`src/rtl/mem_responder_if.sv`:
```
// mem_responder_if: per-channel valid/ready read/write request bus.
interface mem_responder_if #(
  parameter int DATA_WIDTH    = 16,
  parameter int ADDRESS_WIDTH = 8,
  parameter int NUM_CHANNELS  = 4
);
  logic [NUM_CHANNELS-1:0]                    mem_read_valid;
  logic [NUM_CHANNELS-1:0][ADDRESS_WIDTH-1:0] mem_read_address;
  logic [NUM_CHANNELS-1:0]                    mem_read_ready;
  logic [NUM_CHANNELS-1:0][DATA_WIDTH-1:0]    mem_read_data;
  logic [NUM_CHANNELS-1:0]                    mem_write_valid;
  logic [NUM_CHANNELS-1:0][ADDRESS_WIDTH-1:0] mem_write_address;
  logic [NUM_CHANNELS-1:0][DATA_WIDTH-1:0]    mem_write_data;
  logic [NUM_CHANNELS-1:0]                    mem_write_ready;
  modport master (
    output mem_read_valid, mem_read_address, mem_write_valid, mem_write_address, mem_write_data,
    input  mem_read_ready, mem_read_data, mem_write_ready
  );
  modport slave (
    input  mem_read_valid, mem_read_address, mem_write_valid, mem_write_address, mem_write_data,
    output mem_read_ready, mem_read_data, mem_write_ready
  );
endinterface

```
`src/rtl/mem_responder.sv`:
```
// mem_responder: multi-channel memory responder, round-robin onto one single-port RAM.
module mem_responder #(
  parameter int DATA_WIDTH    = 16,
  parameter int ADDRESS_WIDTH = 8,
  parameter int NUM_CHANNELS  = 4,
  parameter int LATENCY       = 2,
  parameter int WRITE_ENABLE  = 1
) (
  input  logic            clk,
  input  logic            reset,
  mem_responder_if.slave  bus,
  output logic            busy
);
  localparam int NC = NUM_CHANNELS;
  localparam int PW = NC > 1 ? $clog2(NC) : 1;
  localparam int CW = LATENCY > 1 ? $clog2(LATENCY) : 1;
  typedef enum logic [2:0] {IDLE, PENDING, DELAY, RESPOND, DRAIN} state_t;
  state_t state_q [NC];
  state_t state_d [NC];
  logic [NC-1:0]                    op_q, op_d;
  logic [NC-1:0][ADDRESS_WIDTH-1:0] addr_q, addr_d;
  logic [NC-1:0][DATA_WIDTH-1:0]    wdata_q, wdata_d, rdata_q, rdata_d, word_q;
  logic [NC-1:0][CW-1:0]            cnt_q, cnt_d;
  logic [NC-1:0]                    rrdy_q, rrdy_d, wrdy_q, wrdy_d, wr_req;
  logic [PW-1:0]                    rr_ptr, gnt_idx, j;
  logic                             gnt_any;
  logic [DATA_WIDTH-1:0]            ram [2**ADDRESS_WIDTH];
  assign wr_req = WRITE_ENABLE != 0 ? bus.mem_write_valid : '0;
  assign bus.mem_read_ready  = rrdy_q;
  assign bus.mem_write_ready = WRITE_ENABLE != 0 ? wrdy_q : '0;
  assign bus.mem_read_data   = rdata_q;
  always_comb begin
    gnt_any = 1'b0;
    gnt_idx = '0;
    j = '0;
    for (int k = 0; k < NC; k++) begin
      j = PW'((int'(rr_ptr) + k) % NC);
      if (!gnt_any && state_q[j] == PENDING) begin
        gnt_any = 1'b1;
        gnt_idx = j;
      end
    end
  end
  // op: 1 = write; read wins when both valids are raised together
  always_comb begin
    for (int i = 0; i < NC; i++) begin
      state_d[i] = state_q[i];
      op_d[i]    = op_q[i];
      addr_d[i]  = addr_q[i];
      wdata_d[i] = wdata_q[i];
      cnt_d[i]   = cnt_q[i];
      rrdy_d[i]  = 1'b0;
      wrdy_d[i]  = 1'b0;
      rdata_d[i] = rdata_q[i];
      case (state_q[i])
        IDLE:
          if (bus.mem_read_valid[i]) begin
            state_d[i] = PENDING;
            op_d[i]    = 1'b0;
            addr_d[i]  = bus.mem_read_address[i];
          end else if (wr_req[i]) begin
            state_d[i] = PENDING;
            op_d[i]    = 1'b1;
            addr_d[i]  = bus.mem_write_address[i];
            wdata_d[i] = bus.mem_write_data[i];
          end
        PENDING:
          if (gnt_any && gnt_idx == PW'(i)) begin
            state_d[i] = DELAY;
            cnt_d[i]   = CW'(LATENCY - 1);
          end
        DELAY:
          if (cnt_q[i] != '0) cnt_d[i] = cnt_q[i] - 1'b1;
          else begin
            state_d[i] = RESPOND;
            rrdy_d[i]  = !op_q[i];
            wrdy_d[i]  = op_q[i];
            rdata_d[i] = op_q[i] ? rdata_q[i] : word_q[i];
          end
        RESPOND: state_d[i] = DRAIN;
        DRAIN:   if (!bus.mem_read_valid[i] && !wr_req[i]) state_d[i] = IDLE;
        default: state_d[i] = IDLE;
      endcase
    end
  end
  always_ff @(posedge clk or posedge reset) begin
    if (reset) begin
      for (int i = 0; i < NC; i++) state_q[i] <= IDLE;
      op_q    <= '0;
      addr_q  <= '0;
      wdata_q <= '0;
      cnt_q   <= '0;
      rrdy_q  <= '0;
      wrdy_q  <= '0;
      rdata_q <= '0;
      rr_ptr  <= '0;
    end else begin
      state_q <= state_d;
      op_q    <= op_d;
      addr_q  <= addr_d;
      wdata_q <= wdata_d;
      cnt_q   <= cnt_d;
      rrdy_q  <= rrdy_d;
      wrdy_q  <= wrdy_d;
      rdata_q <= rdata_d;
      if (gnt_any) rr_ptr <= gnt_idx == PW'(NC - 1) ? '0 : gnt_idx + 1'b1;
    end
  end
  // RAM array and per-channel read latches are deliberately outside reset
  always_ff @(posedge clk)
    if (gnt_any) word_q[gnt_idx] <= ram[addr_q[gnt_idx]];
  if (WRITE_ENABLE != 0) begin : g_write
    always_ff @(posedge clk)
      if (gnt_any && op_q[gnt_idx]) ram[addr_q[gnt_idx]] <= wdata_q[gnt_idx];
  end
  always_comb begin
    busy = 1'b0;
    for (int i = 0; i < NC; i++) busy = busy | (state_q[i] != IDLE);
  end
endmodule

```
`src/flat_wrapper.sv`:
```
// flat-port wrapper written by rule: the top's interface ports become plain ports
module mem_responder_flat 
#(
  parameter int DATA_WIDTH    = 16,
  parameter int ADDRESS_WIDTH = 8,
  parameter int NUM_CHANNELS  = 4,
  parameter int LATENCY       = 2,
  parameter int WRITE_ENABLE  = 1
)
  (clk, reset, busy, bus_mem_read_valid, bus_mem_read_address, bus_mem_write_valid, bus_mem_write_address, bus_mem_write_data, bus_mem_read_ready, bus_mem_read_data, bus_mem_write_ready);
  mem_responder_if #(.DATA_WIDTH(DATA_WIDTH), .ADDRESS_WIDTH(ADDRESS_WIDTH), .NUM_CHANNELS(NUM_CHANNELS)) bus_i ();
  input  logic clk;
  input  logic reset;
  output logic busy;
  input wire logic [$bits(bus_i.mem_read_valid)-1:0] bus_mem_read_valid;
  input wire logic [$bits(bus_i.mem_read_address)-1:0] bus_mem_read_address;
  input wire logic [$bits(bus_i.mem_write_valid)-1:0] bus_mem_write_valid;
  input wire logic [$bits(bus_i.mem_write_address)-1:0] bus_mem_write_address;
  input wire logic [$bits(bus_i.mem_write_data)-1:0] bus_mem_write_data;
  output wire logic [$bits(bus_i.mem_read_ready)-1:0] bus_mem_read_ready;
  output wire logic [$bits(bus_i.mem_read_data)-1:0] bus_mem_read_data;
  output wire logic [$bits(bus_i.mem_write_ready)-1:0] bus_mem_write_ready;
  assign bus_i.mem_read_valid = bus_mem_read_valid;
  assign bus_i.mem_read_address = bus_mem_read_address;
  assign bus_i.mem_write_valid = bus_mem_write_valid;
  assign bus_i.mem_write_address = bus_mem_write_address;
  assign bus_i.mem_write_data = bus_mem_write_data;
  assign bus_mem_read_ready = bus_i.mem_read_ready;
  assign bus_mem_read_data = bus_i.mem_read_data;
  assign bus_mem_write_ready = bus_i.mem_write_ready;
  mem_responder #(.DATA_WIDTH(DATA_WIDTH), .ADDRESS_WIDTH(ADDRESS_WIDTH), .NUM_CHANNELS(NUM_CHANNELS), .LATENCY(LATENCY), .WRITE_ENABLE(WRITE_ENABLE)) u_core (.clk(clk), .reset(reset), .bus(bus_i), .busy(busy));
endmodule
```
`config.mk`:
```
export PLATFORM = sky130hd
export DESIGN_NAME = mem_responder_flat
export DESIGN_NICKNAME = d
export VERILOG_FILES = /design/src/rtl/mem_responder_if.sv /design/src/rtl/mem_responder.sv /design/src/flat_wrapper.sv
export SDC_FILE = /design/constraint.sdc
export NUM_CORES = 2
export LEC_CHECK = 0
export BUFFER_PORTS_ARGS = -buffer_cell sky130_fd_sc_hd__buf_2
export CAP_MARGIN = 0
export CELL_PAD_IN_SITES_DETAIL_PLACEMENT = 0
export CELL_PAD_IN_SITES_GLOBAL_PLACEMENT = 1
export CORE_MARGIN = 4
export CORE_UTILIZATION = 35
export DETAILED_ROUTE_END_ITERATION = 8
export PLACE_DENSITY_LB_ADDON = 0.1
export SLEW_MARGIN = 0
export SYNTH_ARGS = -nofsm -noshare
export SYNTH_HDL_FRONTEND = slang
export SYNTH_SLANG_ARGS = --single-unit
```
`constraint.sdc`:
```
create_clock -name clk -period 25 [get_ports clk]
set_clock_uncertainty 0.2 [all_clocks]
set_input_delay 1.25 -clock clk [delete_from_list [all_inputs] [get_ports clk]]
set_output_delay 1.25 -clock clk [all_outputs]
set_load 0.05 [all_outputs]
```
# Word level (Yosys, flattened, before mapping)
# Memory sizes are Yosys's and may differ from the RTL's.
# Cells that the tools add are included.
dict set report classes {
  n_mux 100
  n_reduce_logical 65
  add_sub_neg 8
  bitwise 19
  eq_ne 39
  n_lt_le_gt_ge 6
}
# op n
set op_table {}
lappend op_table {{two-way mux 3 bit} 28}
lappend op_table {{two-way mux 8 bit} 9}
lappend op_table {{bitwise mux 64 bit} 1}
lappend op_table {{case mux 3 bit (5 select lines)} 4}
lappend op_table {{two-way mux 1 bit} 39}
lappend op_table {{binary-select mux 16 bit (select 2 bit)} 1}
lappend op_table {{demux 16 bit (select 2 bit)} 1}
lappend op_table {{two-way mux 16 bit} 2}
lappend op_table {{binary-select mux 3 bit (select 2 bit)} 4}
lappend op_table {{== test 3 x 1 -> 1 bit (second input constant)} 8}
lappend op_table {{== test 3 x 2 -> 1 bit (second input constant)} 8}
lappend op_table {{AND reduction 3 bit} 8}
lappend op_table {{binary-select mux 8 bit (select 2 bit)} 1}
lappend op_table {{inequality test 2 x 1 -> 1 bit (second input constant)} 8}
lappend op_table {{AND reduction 2 bit} 8}
lappend op_table {{AND reduction 4 bit} 4}
lappend op_table {{nonzero test 2 bit} 8}
lappend op_table {{zero test 1 bit} 15}
lappend op_table {{logical AND 1 bit} 13}
lappend op_table {{== test 3 bit (second input constant)} 4}
lappend op_table {{>= comparator 3 bit (second input constant)} 4}
lappend op_table {{zero test 3 bit} 4}
lappend op_table {{inequality test 3 bit (second input constant)} 4}
lappend op_table {{inverter 1 bit} 12}
lappend op_table {{other kinds (15)} 39}
dict set report totals {
  out_inout_bits 73
  ff_bits 254
  mem_count 1
  ram_bits 4096
}
# memory words width rd rd_ports_with_merged_regs write_ports line
set memory_table {}
lappend memory_table {u_core.ram 256 16 1 0 1 mem_responder.sv:27} ;# logic [DATA_WIDTH-1:0] ram [2**ADDRESS_WIDTH];

# Longest topological paths before layout
dict set report depth {
  word_depth 20
  mapped_depth 16
  depth_no_buf 11
}

# Worst setup path after synthesis
# No wires, ideal clock.
dict set report synth_timing {
  kind {register -> register}
  start {reg u_core.state_q[11] (netlist bit)}
  end {mem u_core.ram[0][10], data pin}
  t_arrival_ps 9827
  slack_ps 13242
  n_path_buf 4
  synth_period_minus_slack_ps 11758
  path_stages_with_launch 11
  cell_sequence {dfrtp_1 -> buf_2 -> or4b_1 -> a21o_1 -> o21a_1 -> buf_6 -> inv_1 -> clkbuf_1 -> clkbuf_1 -> nand2_1 -> a31oi_1}
}
dict set report synth_between {
  elab_chain_cells 16
}
# element line
set synth_lines {}
lappend synth_lines {{from (decl)} mem_responder.sv:18} ;# state_t state_q [NC];
lappend synth_lines {{from (signal assigned)} mem_responder.sv:98} ;# state_q <= state_d;
lappend synth_lines {{binary-select mux 3 bit (select 2 bit)} mem_responder.sv:38} ;# if (!gnt_any && state_q[j] == PENDING) begin
lappend synth_lines {{two-way mux 3 bit (implied by the code) (2 in series)} mem_responder.sv:38}
lappend synth_lines {{== test 3 x 1 -> 1 bit} mem_responder.sv:38}
lappend synth_lines {{two-way mux 1 bit} mem_responder.sv:38}
lappend synth_lines {{zero test 1 bit} mem_responder.sv:38}
lappend synth_lines {{logical AND 1 bit} mem_responder.sv:38}
lappend synth_lines {{two-way mux 1 bit} mem_responder.sv:38}
lappend synth_lines {{zero test 1 bit} mem_responder.sv:38}
lappend synth_lines {{logical AND 1 bit} mem_responder.sv:38}
lappend synth_lines {{two-way mux 1 bit} mem_responder.sv:38}
lappend synth_lines {{zero test 1 bit} mem_responder.sv:38}
lappend synth_lines {{logical AND 1 bit} mem_responder.sv:38}
lappend synth_lines {{two-way mux 2 bit *} mem_responder.sv:38}
lappend synth_lines {{binary-select mux 16 bit (select 2 bit) *} mem_responder.sv:114} ;# if (gnt_any && op_q[gnt_idx]) ram[addr_q[gnt_idx]] <= wdata_q[gnt_idx];
lappend synth_lines {{two-way mux 16 bit (implied by the code) *} mem_responder.sv:114}
lappend synth_lines {{to (decl)} mem_responder.sv:27}
# Mark *: on every way between the ends. The rest lies on a longest branch, timed or not. The select of a mux whose other input is x is not followed.

# Worst setup path after layout
dict set report layout_timing {
  start {reg u_core.state_q[3] (netlist bit)}
  end {reg u_core.word_q[6] (netlist bit), data pin}
}
dict set report layout_between {
  elab_chain_cells 19
}
# element line
set layout_lines {}
lappend layout_lines {{binary-select mux 3 bit (select 2 bit)} mem_responder.sv:38}
lappend layout_lines {{two-way mux 3 bit (implied by the code) (2 in series)} mem_responder.sv:38}
lappend layout_lines {{== test 3 x 1 -> 1 bit} mem_responder.sv:38}
lappend layout_lines {{two-way mux 1 bit} mem_responder.sv:38}
lappend layout_lines {{zero test 1 bit} mem_responder.sv:38}
lappend layout_lines {{logical AND 1 bit} mem_responder.sv:38}
lappend layout_lines {{two-way mux 1 bit} mem_responder.sv:38}
lappend layout_lines {{zero test 1 bit} mem_responder.sv:38}
lappend layout_lines {{logical AND 1 bit} mem_responder.sv:38}
lappend layout_lines {{two-way mux 1 bit} mem_responder.sv:38}
lappend layout_lines {{zero test 1 bit} mem_responder.sv:38}
lappend layout_lines {{logical AND 1 bit} mem_responder.sv:38}
lappend layout_lines {{two-way mux 2 bit *} mem_responder.sv:38}
lappend layout_lines {{branches (longest 4 deep; another with memory read (256 x 16 bit))} -}
lappend layout_lines {{bitwise mux 64 bit *} mem_responder.sv:111} ;# if (gnt_any) word_q[gnt_idx] <= ram[addr_q[gnt_idx]];
lappend layout_lines {{to (signal, indexed assignment)} mem_responder.sv:111}
lappend layout_lines {{to (decl)} mem_responder.sv:22} ;# logic [NC-1:0][DATA_WIDTH-1:0] wdata_q, wdata_d, rdata_q, rdata_d, word_q;
# Every way passes the cells marked *. The select of a mux whose other input is x is not followed.
# A chain may end at the register's enable or synchronous reset.

==> qor.csv <==
stage;metric;value;unit
synthesis;synth_edf_count;4160;
synthesis;yosys_warnings;0;
routing;viasPerCell;5.84;
finish;fillers;40565;
grt;grt_first_pass_wirelength;744000;um
setup_path;crit_chain;or3b_1, a211oi_1, o21a_2, buf_4, mux2i_1, mux2i_4, buf_4, buf_4, buf_4, buf_4, buf_4, buf_4, a221o_1, o21ai_0, nor4_1, o41ai_1, nand4_1;
cts;clockRootBuffer;clkbuf_16;
cts;cts_resized;0;
setup_path;path_common_cell;buf_4;
cts;cts_buffers;469;
timing;worst_pin_slew;1550;ps
cts;post_cts_buffers;0;
cts;cts_hold_buf;0;
routing;vias;90952;
routing;drt_iter0_markers;10091;
finish;synthToLayoutAreaGrowth;16.6;%
synthesis;synth_nets;8630;
die;io_pins;211;
routing;drc_errors;0;
setup_path;cp-start-kind;flop;
routing;firstDrtPassIters;6;
synthesis;yosysSeqAreaShare;0.808;
synthesis;postSynthCellCount;8488;
synthesis;async_reset_ff_frac;0.0437;
grt;grt_max_degree;183;
min_path;hold_class;in -> async;
finish;drive_above_1_share;0.188;
grt;overflow;0;
die;fp.dieH;685;um
die;coreArea;0.456;mm^2
synthesis;yosys_most_used_dff;edfxtp_1;
cts;clockBufferDepth;4;
timing;slew_headroom;-0.0439;
setup_path;worstPathRequired;25530;ps
cts;cts_tree;done;
die;num_rows;248;
timing;rsz0062_at_grt;no;
timing;whs;251;ps
finish;layout_common_cells;4160 x edfxtp_1, 944 x a221o_1, 785 x a221oi_1;
cts;htree_levels;5;
timing;fin_crit_sh;0.395;
cts;clk_pin_slew;60;ps
timing;hold_viol;0;
setup_path;reg2reg_from;u_core.state_q[3];
timing;setup_viol_count_final;0;
routing;post_drt_wl_per_cell;34.5;um
grt;grt_antenna_before_repair;36;
synthesis;synth_seq_cells;4350;
setup_path;crit_start;u_core.state_q[3];
status;violations;max-capacitance violations, max-slew violations;
grt;grt_pass1_vias;89080;
cts;clk_latency;990;ps
job;drv_cap;4;
status;status;complete, but fails checks;
finish;layout.cells.non_filler;15578;
setup_path;slowest_stage;nor4_1;
timing;drv_slew;4;
timing;period_needed;9890;ps
place;hpwl;307000;um
die;start_util;0.352;
synthesis;synth.avg_cell_area;18.9;um^2
routing;drtAntennaViolNets;0;
synthesis;netlist_area;0.161;mm^2
place;gp_congestion;0.796;
timing;fin_tns_setup;0;ps
die;dieArea;0.470;mm^2
setup_path;cp-end-kind;flop;
timing;fmaxAchievable;101;MHz
setup_path;cp_max_fo;57;
cts;cts.sinks;4350;
setup_path;slowest_delay;1280;ps
finish;final_common_cell;edfxtp_1;
setup_path;crit_type;reg -> reg;
synthesis;synth.distinct_cells;55;
place;placedCellCount;14684;
grt;grt.total_usage;0.221;
place;port_buffers;210;
setup_path;cp_data_arrival_time;10410;ps
routing;drt-total-wl;537000;um
die;die_x;685;um
finish;final_nets;9173;
[routing by layer]
metal,GRT usage,up-vias,routed length (um)
li1,-,38036,-
met1,0.325,49012,241000
met2,0.349,3326,249000
met3,0.0345,574,36300
met4,0.0442,4,11400
met5,0,-,37
[cell type report]
class,instances,area [um^2],share of cell area
flip-flops and latches,4350,130000,0.693
multi-input cells,3443,29300,0.157
clock buffers,585,12300,0.0660
well taps,6125,7660,0.0409
repair buffers,749,5370,0.0287
clock inverters,289,2650,0.0141
inverters,18,75.1,0.000401
diodes,19,47.5,0.000254
[cell usage after synthesis (124+ instances only)]
master / n / area share
edfxtp_1: 4160 / 0.78
buf_2: 170 / 0.0053
clkbuf_1: 408 / 0.0095
a22o_1: 176 / 0.0096
nand2_1: 124 / 0.0029
a221o_1: 944 / 0.059
dfrtp_1: 190 / 0.030
nor2_1: 315 / 0.0074
nor4_1: 184 / 0.0072
a21oi_1: 139 / 0.0043
mux2_2: 129 / 0.0090
a221oi_1: 785 / 0.043
o21ai_0: 146 / 0.0046
[cells by family after synthesis]
| logic type | synth area share |
|---|---|
| fa+ha+maj | 0.000312 |
| compound gates | 0.135 |
| buf+inv | 0.0186 |
| mux | 0.0123 |
| flops | 0.808 |
| simple gates | 0.0258 |
[worst max-delay path, delay by kind of cell (launching register included)]
kind	cells	cell delay, ps
muxes	2	410
AOI/OAI and AO/OA	5	1400
DFF	1	530
and+or+nand+nor	3	2240
buffers and inverters	7	4580
[sequential cells by signal, indices dropped and copies added, names as in the netlist]
register / count
u_core.state_q: 12
u_core.word_q: 64
u_core.bus.mem_read_ready: 4
u_core.rr_ptr: 2
u_core.cnt_q: 4
u_core.bus.mem_read_data: 64
u_core.op_q: 4
u_core.wdata_q: 64
u_core.ram: 4096
u_core.addr_q: 32
u_core.bus.mem_write_ready: 4
[per-stage QoR]
step / setup slack, ps / util / cell area [um^2]
floorplan: 13240 / - / 161000
global placement: 15290 / 0.377 / 172000
detailed placement: 15370 / 0.377 / 172000
CTS: 15340 / 0.410 / 187000
global route: 15040 / 0.410 / 187000
finish: 15110 / 0.410 / 187000
[path summary, 6_finish.rpt]
| path | slack, ps | cells after the start | to |
|---|---|---|---|
| setup / recovery | 15110 | 17 | u_core.word_q[6] |
| hold / removal | 250 | 2 | u_core.bus.mem_read_data[10] |
| setup reg to reg | 15110 | 17 | u_core.word_q[6] |
| hold reg to reg | 260 | 1 | u_core.bus.mem_read_data[45] |
| max in group asynchronous | 22820 | 3 | u_core.wdata_q[13] |
| min in group clk | 260 | 1 | u_core.bus.mem_read_data[45] |
Power is left out: the tool's default activity adds up to more than one toggle a clock period on the data nets, which glitch-free logic cannot reach.
